### src/rtl/uart_prog_loader.sv
// UART boot loader: receives 8N1 bytes, parses a length-prefixed image of
// little-endian 32-bit words into instruction memory, then releases the core.
module uart_prog_loader #(
    parameter int CLKS_PER_BIT = 868,
    parameter int ADDR_WIDTH   = 12
) (
    input  logic                  clk,
    input  logic                  rst,
    input  logic                  uart_input,
    output logic                  imem_we,
    output logic [ADDR_WIDTH-1:0] imem_addr,
    output logic [31:0]           imem_wdata,
    output logic                  core_rst,
    output logic                  loading,
    output logic                  done,
    output logic                  ferr,
    output logic                  overflow
);

    localparam int              CW        = $clog2(CLKS_PER_BIT);
    localparam logic [CW-1:0]   BIT_LAST  = CW'(CLKS_PER_BIT - 1);
    localparam logic [CW-1:0]   HALF_LAST = CW'(CLKS_PER_BIT / 2 - 1);
    localparam logic [32:0]     CAPACITY  = 33'd1 << ADDR_WIDTH;

    typedef enum logic [2:0] {R_IDLE, R_START, R_DATA, R_STOP, R_BREAK} rx_state_e;
    typedef enum logic [1:0] {L_LEN, L_WORD, L_DONE} ld_state_e;

    logic            sync1_q, sync2_q;
    logic            rx;
    rx_state_e       rx_state_q, rx_state_d;
    logic [CW-1:0]   clk_cnt_q, clk_cnt_d;
    logic [2:0]      bit_idx_q, bit_idx_d;
    logic [7:0]      shift_q, shift_d;
    logic            byte_valid, frame_err;

    ld_state_e              ld_state_q, ld_state_d;
    logic [1:0]             byte_cnt_q, byte_cnt_d;
    logic [31:0]            len_q, len_d;
    logic [31:0]            asm_q, asm_d;
    logic [31:0]            word_idx_q, word_idx_d;
    logic [31:0]            word_full;
    logic                   loading_q, loading_d;
    logic                   ferr_q, ferr_d;
    logic                   overflow_q, overflow_d;
    logic                   we_q, we_d;
    logic [ADDR_WIDTH-1:0]  addr_q, addr_d;
    logic [31:0]            wdata_q, wdata_d;

    // State registers for synchroniser, receiver and loader.
    always_ff @(posedge clk) begin
        if (rst) begin
            sync1_q    <= 1'b1;
            sync2_q    <= 1'b1;
            rx_state_q <= R_IDLE;
            clk_cnt_q  <= '0;
            bit_idx_q  <= '0;
            shift_q    <= '0;
            ld_state_q <= L_LEN;
            byte_cnt_q <= '0;
            len_q      <= '0;
            asm_q      <= '0;
            word_idx_q <= '0;
            loading_q  <= 1'b0;
            ferr_q     <= 1'b0;
            overflow_q <= 1'b0;
            we_q       <= 1'b0;
            addr_q     <= '0;
            wdata_q    <= '0;
        end else begin
            sync1_q    <= uart_input;
            sync2_q    <= sync1_q;
            rx_state_q <= rx_state_d;
            clk_cnt_q  <= clk_cnt_d;
            bit_idx_q  <= bit_idx_d;
            shift_q    <= shift_d;
            ld_state_q <= ld_state_d;
            byte_cnt_q <= byte_cnt_d;
            len_q      <= len_d;
            asm_q      <= asm_d;
            word_idx_q <= word_idx_d;
            loading_q  <= loading_d;
            ferr_q     <= ferr_d;
            overflow_q <= overflow_d;
            we_q       <= we_d;
            addr_q     <= addr_d;
            wdata_q    <= wdata_d;
        end
    end

    assign rx = sync2_q;

    always_comb begin
        rx_state_d = rx_state_q;
        clk_cnt_d  = clk_cnt_q;
        bit_idx_d  = bit_idx_q;
        shift_d    = shift_q;
        case (rx_state_q)
            R_IDLE: begin
                clk_cnt_d = '0;
                if (!rx) rx_state_d = R_START;
            end
            R_START: begin
                if (clk_cnt_q == HALF_LAST) begin
                    clk_cnt_d  = '0;
                    bit_idx_d  = '0;
                    rx_state_d = rx ? R_IDLE : R_DATA;
                end else begin
                    clk_cnt_d = clk_cnt_q + 1'b1;
                end
            end
            R_DATA: begin
                if (clk_cnt_q == BIT_LAST) begin
                    clk_cnt_d = '0;
                    shift_d   = {rx, shift_q[7:1]};
                    bit_idx_d = bit_idx_q + 1'b1;
                    if (bit_idx_q == 3'd7) rx_state_d = R_STOP;
                end else begin
                    clk_cnt_d = clk_cnt_q + 1'b1;
                end
            end
            R_STOP: begin
                if (clk_cnt_q == BIT_LAST) begin
                    clk_cnt_d  = '0;
                    rx_state_d = rx ? R_IDLE : R_BREAK;
                end else begin
                    clk_cnt_d = clk_cnt_q + 1'b1;
                end
            end
            R_BREAK: begin
                // Line held low through the stop bit: wait for idle before hunting a new start.
                if (rx) rx_state_d = R_IDLE;
            end
            default: rx_state_d = R_IDLE;
        endcase
    end

    always_comb begin
        byte_valid = (rx_state_q == R_STOP) && (clk_cnt_q == BIT_LAST) && rx;
        frame_err  = (rx_state_q == R_STOP) && (clk_cnt_q == BIT_LAST) && !rx;
    end

    // Bytes arrive LSB first, so shifting in from the top builds a little-endian word.
    assign word_full = {shift_q, asm_q[31:8]};

    always_comb begin
        ld_state_d = ld_state_q;
        byte_cnt_d = byte_cnt_q;
        len_d      = len_q;
        asm_d      = asm_q;
        word_idx_d = word_idx_q;
        loading_d  = loading_q;
        ferr_d     = ferr_q | frame_err;
        overflow_d = overflow_q;
        we_d       = 1'b0;
        addr_d     = addr_q;
        wdata_d    = wdata_q;
        case (ld_state_q)
            L_LEN: begin
                if (byte_valid) begin
                    loading_d  = 1'b1;
                    asm_d      = word_full;
                    byte_cnt_d = byte_cnt_q + 1'b1;
                    if (byte_cnt_q == 2'd3) begin
                        len_d      = word_full;
                        word_idx_d = '0;
                        if ({1'b0, word_full} > CAPACITY) overflow_d = 1'b1;
                        if (word_full == 32'd0) begin
                            ld_state_d = L_DONE;
                            loading_d  = 1'b0;
                        end else begin
                            ld_state_d = L_WORD;
                        end
                    end
                end
            end
            L_WORD: begin
                if (byte_valid) begin
                    asm_d      = word_full;
                    byte_cnt_d = byte_cnt_q + 1'b1;
                    if (byte_cnt_q == 2'd3) begin
                        // Words beyond memory capacity are consumed without a strobe.
                        if ({1'b0, word_idx_q} < CAPACITY) begin
                            we_d    = 1'b1;
                            addr_d  = word_idx_q[ADDR_WIDTH-1:0];
                            wdata_d = word_full;
                        end
                        word_idx_d = word_idx_q + 32'd1;
                        if (word_idx_q + 32'd1 == len_q) begin
                            ld_state_d = L_DONE;
                            loading_d  = 1'b0;
                        end
                    end
                end
            end
            L_DONE: ;
            default: ld_state_d = L_LEN;
        endcase
    end

    always_comb begin
        imem_we    = we_q;
        imem_addr  = addr_q;
        imem_wdata = wdata_q;
        done       = (ld_state_q == L_DONE);
        core_rst   = (ld_state_q != L_DONE);
        loading    = loading_q;
        ferr       = ferr_q;
        overflow   = overflow_q;
    end

endmodule

### config.mk
export PLATFORM = sky130hd
export DESIGN_NAME = uart_prog_loader
export DESIGN_NICKNAME = d
export VERILOG_FILES = /design/src/rtl/uart_prog_loader.sv
export SDC_FILE = /design/constraint.sdc
export NUM_CORES = 1
export LEC_CHECK = 0
export ABC_AREA = 1
export BUFFER_PORTS_ARGS = -buffer_cell sky130_fd_sc_hd__buf_2
export CAP_MARGIN = 10
export CORE_ASPECT_RATIO = 0.6
export CORE_MARGIN = 4
export CORE_UTILIZATION = 63
export CTS_BUF_LIST = sky130_fd_sc_hd__clkbuf_4 sky130_fd_sc_hd__clkbuf_8
export DETAILED_ROUTE_END_ITERATION = 10
export PLACE_DENSITY = 0.82
export SETUP_SLACK_MARGIN = 0.02
export SLEW_MARGIN = 20
export SYNTH_ARGS = -nofsm -noshare
export SYNTH_HDL_FRONTEND = slang
export SYNTH_SLANG_ARGS = --single-unit
export TNS_END_PERCENT = 100
### constraint.sdc
create_clock -name clk -period 2.8 [get_ports clk]
set_input_delay 0.56 -clock clk [delete_from_list [all_inputs] [get_ports clk]]
set_output_delay 0.56 -clock clk [all_outputs]
set_load 0.02 [all_outputs]
==> flow_summary.json, run 1 <==
{
  "clock_latency_ns": 0.47,
  "slew_viol_final": 0,
  "cts_sinks": 166,
  "fin_skew_ns": 0.0164,
  "gp_congestion": 0.974,
  "synthCells": 1125,
  "pwr-share-seq": 0.533,
  "synth_top_area_cell": "dfxtp_1",
  "worst_setup_path_start_kind": "flop",
  "tns_ns": 0,
  "yosysSeqAreaShare": 0.414,
  "die_w_um": 154,
  "status": "finished, final reports clean",
  "die_area_um2": 14700,
  "fmax_mhz": 390,
  "crit_type": "reg2reg",
  "synthArstFlopShare": 0,
  "vias_per_cell": 5.80,
  "numCtsBuffers": 17,
  "critPathArrivalTime_ns": 2.92,
  "start_util": 0.655,
  "powerDensity_nw_per_um2": 517,
  "setup-violations-final": 0,
  "via_count": 7768,
  "ir_worst_vdd_v": 0.000297,
  "synth.most_common_cell": "nand2_1",
  "ant_nets": 0,
  "syn-num-nets": 1134,
  "synth_common_cells": "194 x nand2_1, 166 x dfxtp_1, 145 x nor2_1, 127 x inv_1, 93 x nand3_1",
  "die_y_um": 95.4,
  "ioPinCount": 53,
  "syn_area_um2": 8030,
  "syn_to_final_growth_pct": 9.71,
  "period_share": 0.915,
  "yosysUniqueCellTypes": 44,
  "cap_violations": 0,
  "nNetsFinal": 1170,
  "synth_top_flop_cell": "dfxtp_1",
  "grt_pass1_vias": 6848,
  "h-tree-depth": 4,
  "crit_required_ns": 3.16,
  "synth-edff-count": 0,
  "cts_tree": "built",
  "clkPwrFrac": 0.383,
  "cp_max_fo": 5,
  "antenna_found_initial": 0,
  "rows": 31,
  "r2r_setup_slack_ns": 0.24,
  "hold_class": "in2reg",
  "min_period_ns": 2.56,
  "grt_first_pass_wirelength_um": 34500,
  "grt_start_max_net_pins": 85,
  "synth_area_per_cell_um2": 7.13,
  "drt-initial-drc-count": 923,
  "grt_usage": 0.292,
  "hold_viol_final": 0,
  "drt_wl_total_um": 21300,
  "crit_path_end_kind": "flop",
  "synth_top_cell_area_share": 0.414,
  "ys_warn_count": 0,
  "grt-ovfl-total": 0,
  "slew_headroom": 0.376,
  "total_power_mw": 4.55,
  "core-area_um2": 12300,
  "cts.clk_slew.worst_paths_ns": 0.09,
  "clockBufferDepth": 2,
  "io_buffers": 52,
  "hpwl_um": 15400,
  "combPwrFrac": 0.084,
  "diodes": 0,
  "p_int_mw": 3.28,
  "dr.pass1.iters": 6,
  "drive_gt1_frac": 0.124,
  "p_sw_frac": 0.280,
  "worst_pin_slew_ns": 0.936,
  "p_sw_mw": 1.27,
  "cts_root_buf": "clkbuf_8",
  "ys_ff_latch": 166,
  "wire_per_inst_um": 15.9,
  "synth_area_leaders": "dfxtp_1 41%, nand2_1 9.1%, nor2_1 6.8%",
  "rsz0062_at_grt": "no",
  "drc": 0,
  "leakagePower_nw": 3.52
}
## registers in the layout, indices dropped and copies added (netlist names), 2 cells and up
register	flops
ld_state_q	2
rx_state_q	3
shift_q	8
len_q	32
clk_cnt_q	10
bit_idx_q	3
word_idx_q	32
asm_q	24
byte_cnt_q	2
imem_wdata	32
imem_addr	12
## final cells by class
cell class,instances,area [um^2]
clock buffers,19,255
clock inverters,13,139
fillers,1028,3450
inverters,133,499
multi-input cells,779,4000
flip-flops and latches,166,3320
well taps,165,206
repair buffers,64,388
## power by group through the flow
stage	Combinational, mW	Sequential (mW)	Clock [mW]
final	0.383	2.43	1.74
after global routing	0.427	2.43	1.86
after CTS	0.377	2.43	1.75
after detailed placement	0.376	2.48	0
after global placement	0.365	2.48	0
after floorplan	0.277	2.48	0
## logic make-up after synthesis
logic type,synth area share
flops,0.414
xor+xnor,0.0161
buf+inv,0.0895
fa+ha+maj,0.00935
compound gates,0.189
simple gates,0.282
## worst max-delay path, stage by stage, from the launching register on
cell	delay [ns]
dfxtp_1	0.39
ha_1	0.22
nand2_1	0.12
nor2_4	0.25
nand3_2	0.21
o21bai_2	0.23
nand2_1	0.07
nand2_1	0.06
nand2_1	0.04
nor2_1	0.17
nand2_1	0.10
nor2_1	0.19
nand3_1	0.12
nand2_2	0.11
nand3_1	0.08
nand2_1	0.06
nor2_1	0.04
## metal layers
metal | up-vias | wire length (um) | global-route usage
met5 | - | 0 | 0
met4 | 0 | 361 | 0.0911
met3 | 33 | 2290 | 0.0834
met2 | 368 | 8770 | 0.422
met1 | 3540 | 9870 | 0.424
li1 | 3827 | - | -
## through the flow
| step | worst slack [ns] | hold slack [ns] | cells | util | cell area, um^2 |
|---|---|---|---|---|---|
| finish | 0.239 | 0.282 | 1339 | 0.718 | 8810 |
| global route | 0.0119 | 0.283 | 1339 | 0.718 | 8810 |
| CTS | 0.235 | 0.277 | 1337 | 0.717 | 8780 |
| detailed placement | 0.313 | 0.397 | 1305 | 0.684 | 8390 |
| global placement | 0.349 | 0.399 | 1305 | 0.684 | 8390 |
| floorplan | 0.751 | 0.389 | 1125 | - | 8030 |
## worst paths after layout
kind	endpoint	startpoint	depth (start not counted)
worst min-delay path	sync1_q	uart_input	2
worst max register to register	loading	word_idx_q[0]	16
worst min register to register	rx	sync1_q	1
worst max-delay path	loading	word_idx_q[0]	16
## cell usage in the layout, fill, tap and decap left out, drive strengths merged, types with 7 or more instances in the layout
master  synthesis  final
nand2         202    202
buf            20     64
nor3            9      9
nor4           10     10
dfxtp         166    166
o21ai          90     90
a21oi          85     85
xor2           11     11
nand4          10     10
a32oi          15     15
nand3          96     96
clkbuf         27     19
a22oi           7      7
inv           132    140
nor2          169    169
a211oi         48     48
## timing repair
item / CTS / global route
setup buffers: 0 / 2
setup endpoints to repair: 0 / 3
hold buffers: 0 / 0
gates resized for setup: 0 / 2
Note: power is estimated with default switching activity, not from simulation.
==> inputs of run 2 (changes only) <==
--- a/config.mk
+++ b/config.mk
@@ -14,6 +14,7 @@
 export CTS_BUF_LIST = sky130_fd_sc_hd__clkbuf_4 sky130_fd_sc_hd__clkbuf_8
 export DETAILED_ROUTE_END_ITERATION = 10
 export PLACE_DENSITY = 0.82
+export REMOVE_ABC_BUFFERS = 1
 export SETUP_SLACK_MARGIN = 0.02
 export SLEW_MARGIN = 20
 export SYNTH_ARGS = -nofsm -noshare
==> run 2 against run 1 <==
Fmax is 0.85% lower. Critical endpoint unchanged. Power is 1.4% lower. Routed wire length is 3.0% higher. Sequential power hardly changed. Sequential share of layout area is 0.13 points higher. Utilization is 0.26 points lower. Non-clock buffer count is 2 higher. First-iteration DRC count is 7.2% lower. Clock power is 3% lower. Via count is 0.13% lower.
==> flow_summary.json, run 2 (synthesized netlist as in run 1, its figures left out) <==
{
  "status": "finished, final reports clean",
  "grt_usage": 0.303,
  "cts_root_buf": "clkbuf_8",
  "drt_wl_total_um": 21900,
  "critPathBufInv": 1,
  "ir_worst_vdd_v": 0.000403,
  "critPathMostFrequentCell": "nand2_1",
  "min_period_ns": 2.58,
  "cts_sinks": 166,
  "drc": 0,
  "io_buffers": 52,
  "start_util": 0.655,
  "rsz0062_at_grt": "no",
  "grt_pass1_vias": 6860,
  "period_share": 0.923,
  "clock_latency_ns": 0.46,
  "fmax_mhz": 387,
  "crit_path_end_kind": "flop",
  "grt-ovfl-total": 0,
  "hold-worst-slack_ns": 0.276,
  "critPathArrivalTime_ns": 2.93,
  "cp_cell_sequence": "ha_1 > nand2_1 > nor2_4 > buf_4 > nand3_2 > nand2_1 > nand3_1 > nand2_1 > nand3_1 > nor2_1 > nand2_1 > nor2_1 > nand3_1 > nand2_2 > nand3_1 > nand2_1 > nor2_1",
  "nNetsFinal": 1172,
  "final_common_cell": "nand2_1",
  "hold_viol_final": 0,
  "hpwl_um": 15700,
  "via_count": 7758,
  "cp_max_fo": 5,
  "cts_tree": "built",
  "ioPinCount": 53,
  "diodes": 0,
  "total_power_mw": 4.49,
  "layout_setup_ws_ns": 0.217,
  "cts_hold_buf": 0,
  "worst_setup_path_start_kind": "flop",
  "critPathTopFamily": "simple AND/OR/NAND/NOR gates",
  "die_area_um2": 14700,
  "rows": 31,
  "gp_congestion": 0.991,
  "crit_required_ns": 3.15,
  "h-tree-depth": 4,
  "ant_nets": 0,
  "grt_first_pass_wirelength_um": 35400,
  "dr.pass1.iters": 6,
  "cts.clk_slew.worst_paths_ns": 0.10,
  "mostFrequentLayoutCells": "194 x nand2_1, 166 x dfxtp_1, 144 x nor2_1",
  "die_w_um": 154,
  "final_util": 0.716,
  "crit_type": "reg2reg",
  "cap_violations": 0,
  "hold_class": "in2reg",
  "powerDensity_nw_per_um2": 511,
  "setup-violations-final": 0,
  "numCtsBuffers": 17,
  "clockBufferDepth": 2,
  "drive_gt1_frac": 0.125,
  "grt_start_max_net_pins": 85,
  "core-area_um2": 12300,
  "worst_pin_slew_ns": 0.959,
  "die_y_um": 95.4,
  "slew_viol_final": 0,
  "vias_per_cell": 5.79,
  "max_stage_delay_ns": 0.40,
  "drt-initial-drc-count": 857,
  "leakagePower_nw": 3.51,
  "syn_to_final_growth_pct": 9.32,
  "antenna_found_initial": 0,
  "wire_per_inst_um": 16.4,
  "fin_skew_ns": 0.0145,
  "slew_headroom": 0.360,
  "place_ws_ns": 0.311,
  "slowest_stage": "dfxtp_1"
}
## run 2: per-layer routing
metal / track usage / part of all wire / up-vias
met5: 0 / 0 / -
met4: 0.0713 / 0.014 / 0
met3: 0.0757 / 0.12 / 34
met2: 0.436 / 0.40 / 427
met1: 0.456 / 0.47 / 3455
li1: - / - / 3842
## run 2: path summary, 6_finish.rpt
path                            slack (ns)  depth (start not counted)      end     startpoint
worst max-delay path                  0.22                         17  loading  word_idx_q[0]
worst max register to register        0.22                         17  loading  word_idx_q[0]
worst min register to register        0.43                          1       rx        sync1_q
worst min-delay path                  0.28                          2  sync1_q     uart_input
## run 2: through the flow
stage,area [um^2],cells,setup TNS [ns]
3_5_place_dp,8380,1307,0
4_1_cts,8760,1339,0
2_1_floorplan,7810,1078,-9.13
3_3_place_gp,8380,1307,0
5_1_grt,8770,1341,0
6_report,8770,1341,0
## run 2: layout make-up
cell class | instances | area [um^2]
well taps | 165 | 206
clock buffers | 22 | 290
clock inverters | 10 | 88.8
repair buffers | 66 | 378
multi-input cells | 779 | 3990
flip-flops and latches | 166 | 3320
inverters | 133 | 499
fillers | 1046 | 3480
## run 2: what timing repair did
action	CTS	global route
endpoints found under the setup margin	0	3
buffers inserted	0	2
gates resized for setup	0	1
## run 2: power by group
group	internal [mW]	leakage [nW]	total, mW	switching (mW)
Clock	0.727	0.187	1.68	0.950
Combinational	0.113	1.98	0.382	0.269
Sequential	2.40	1.34	2.43	0.0340
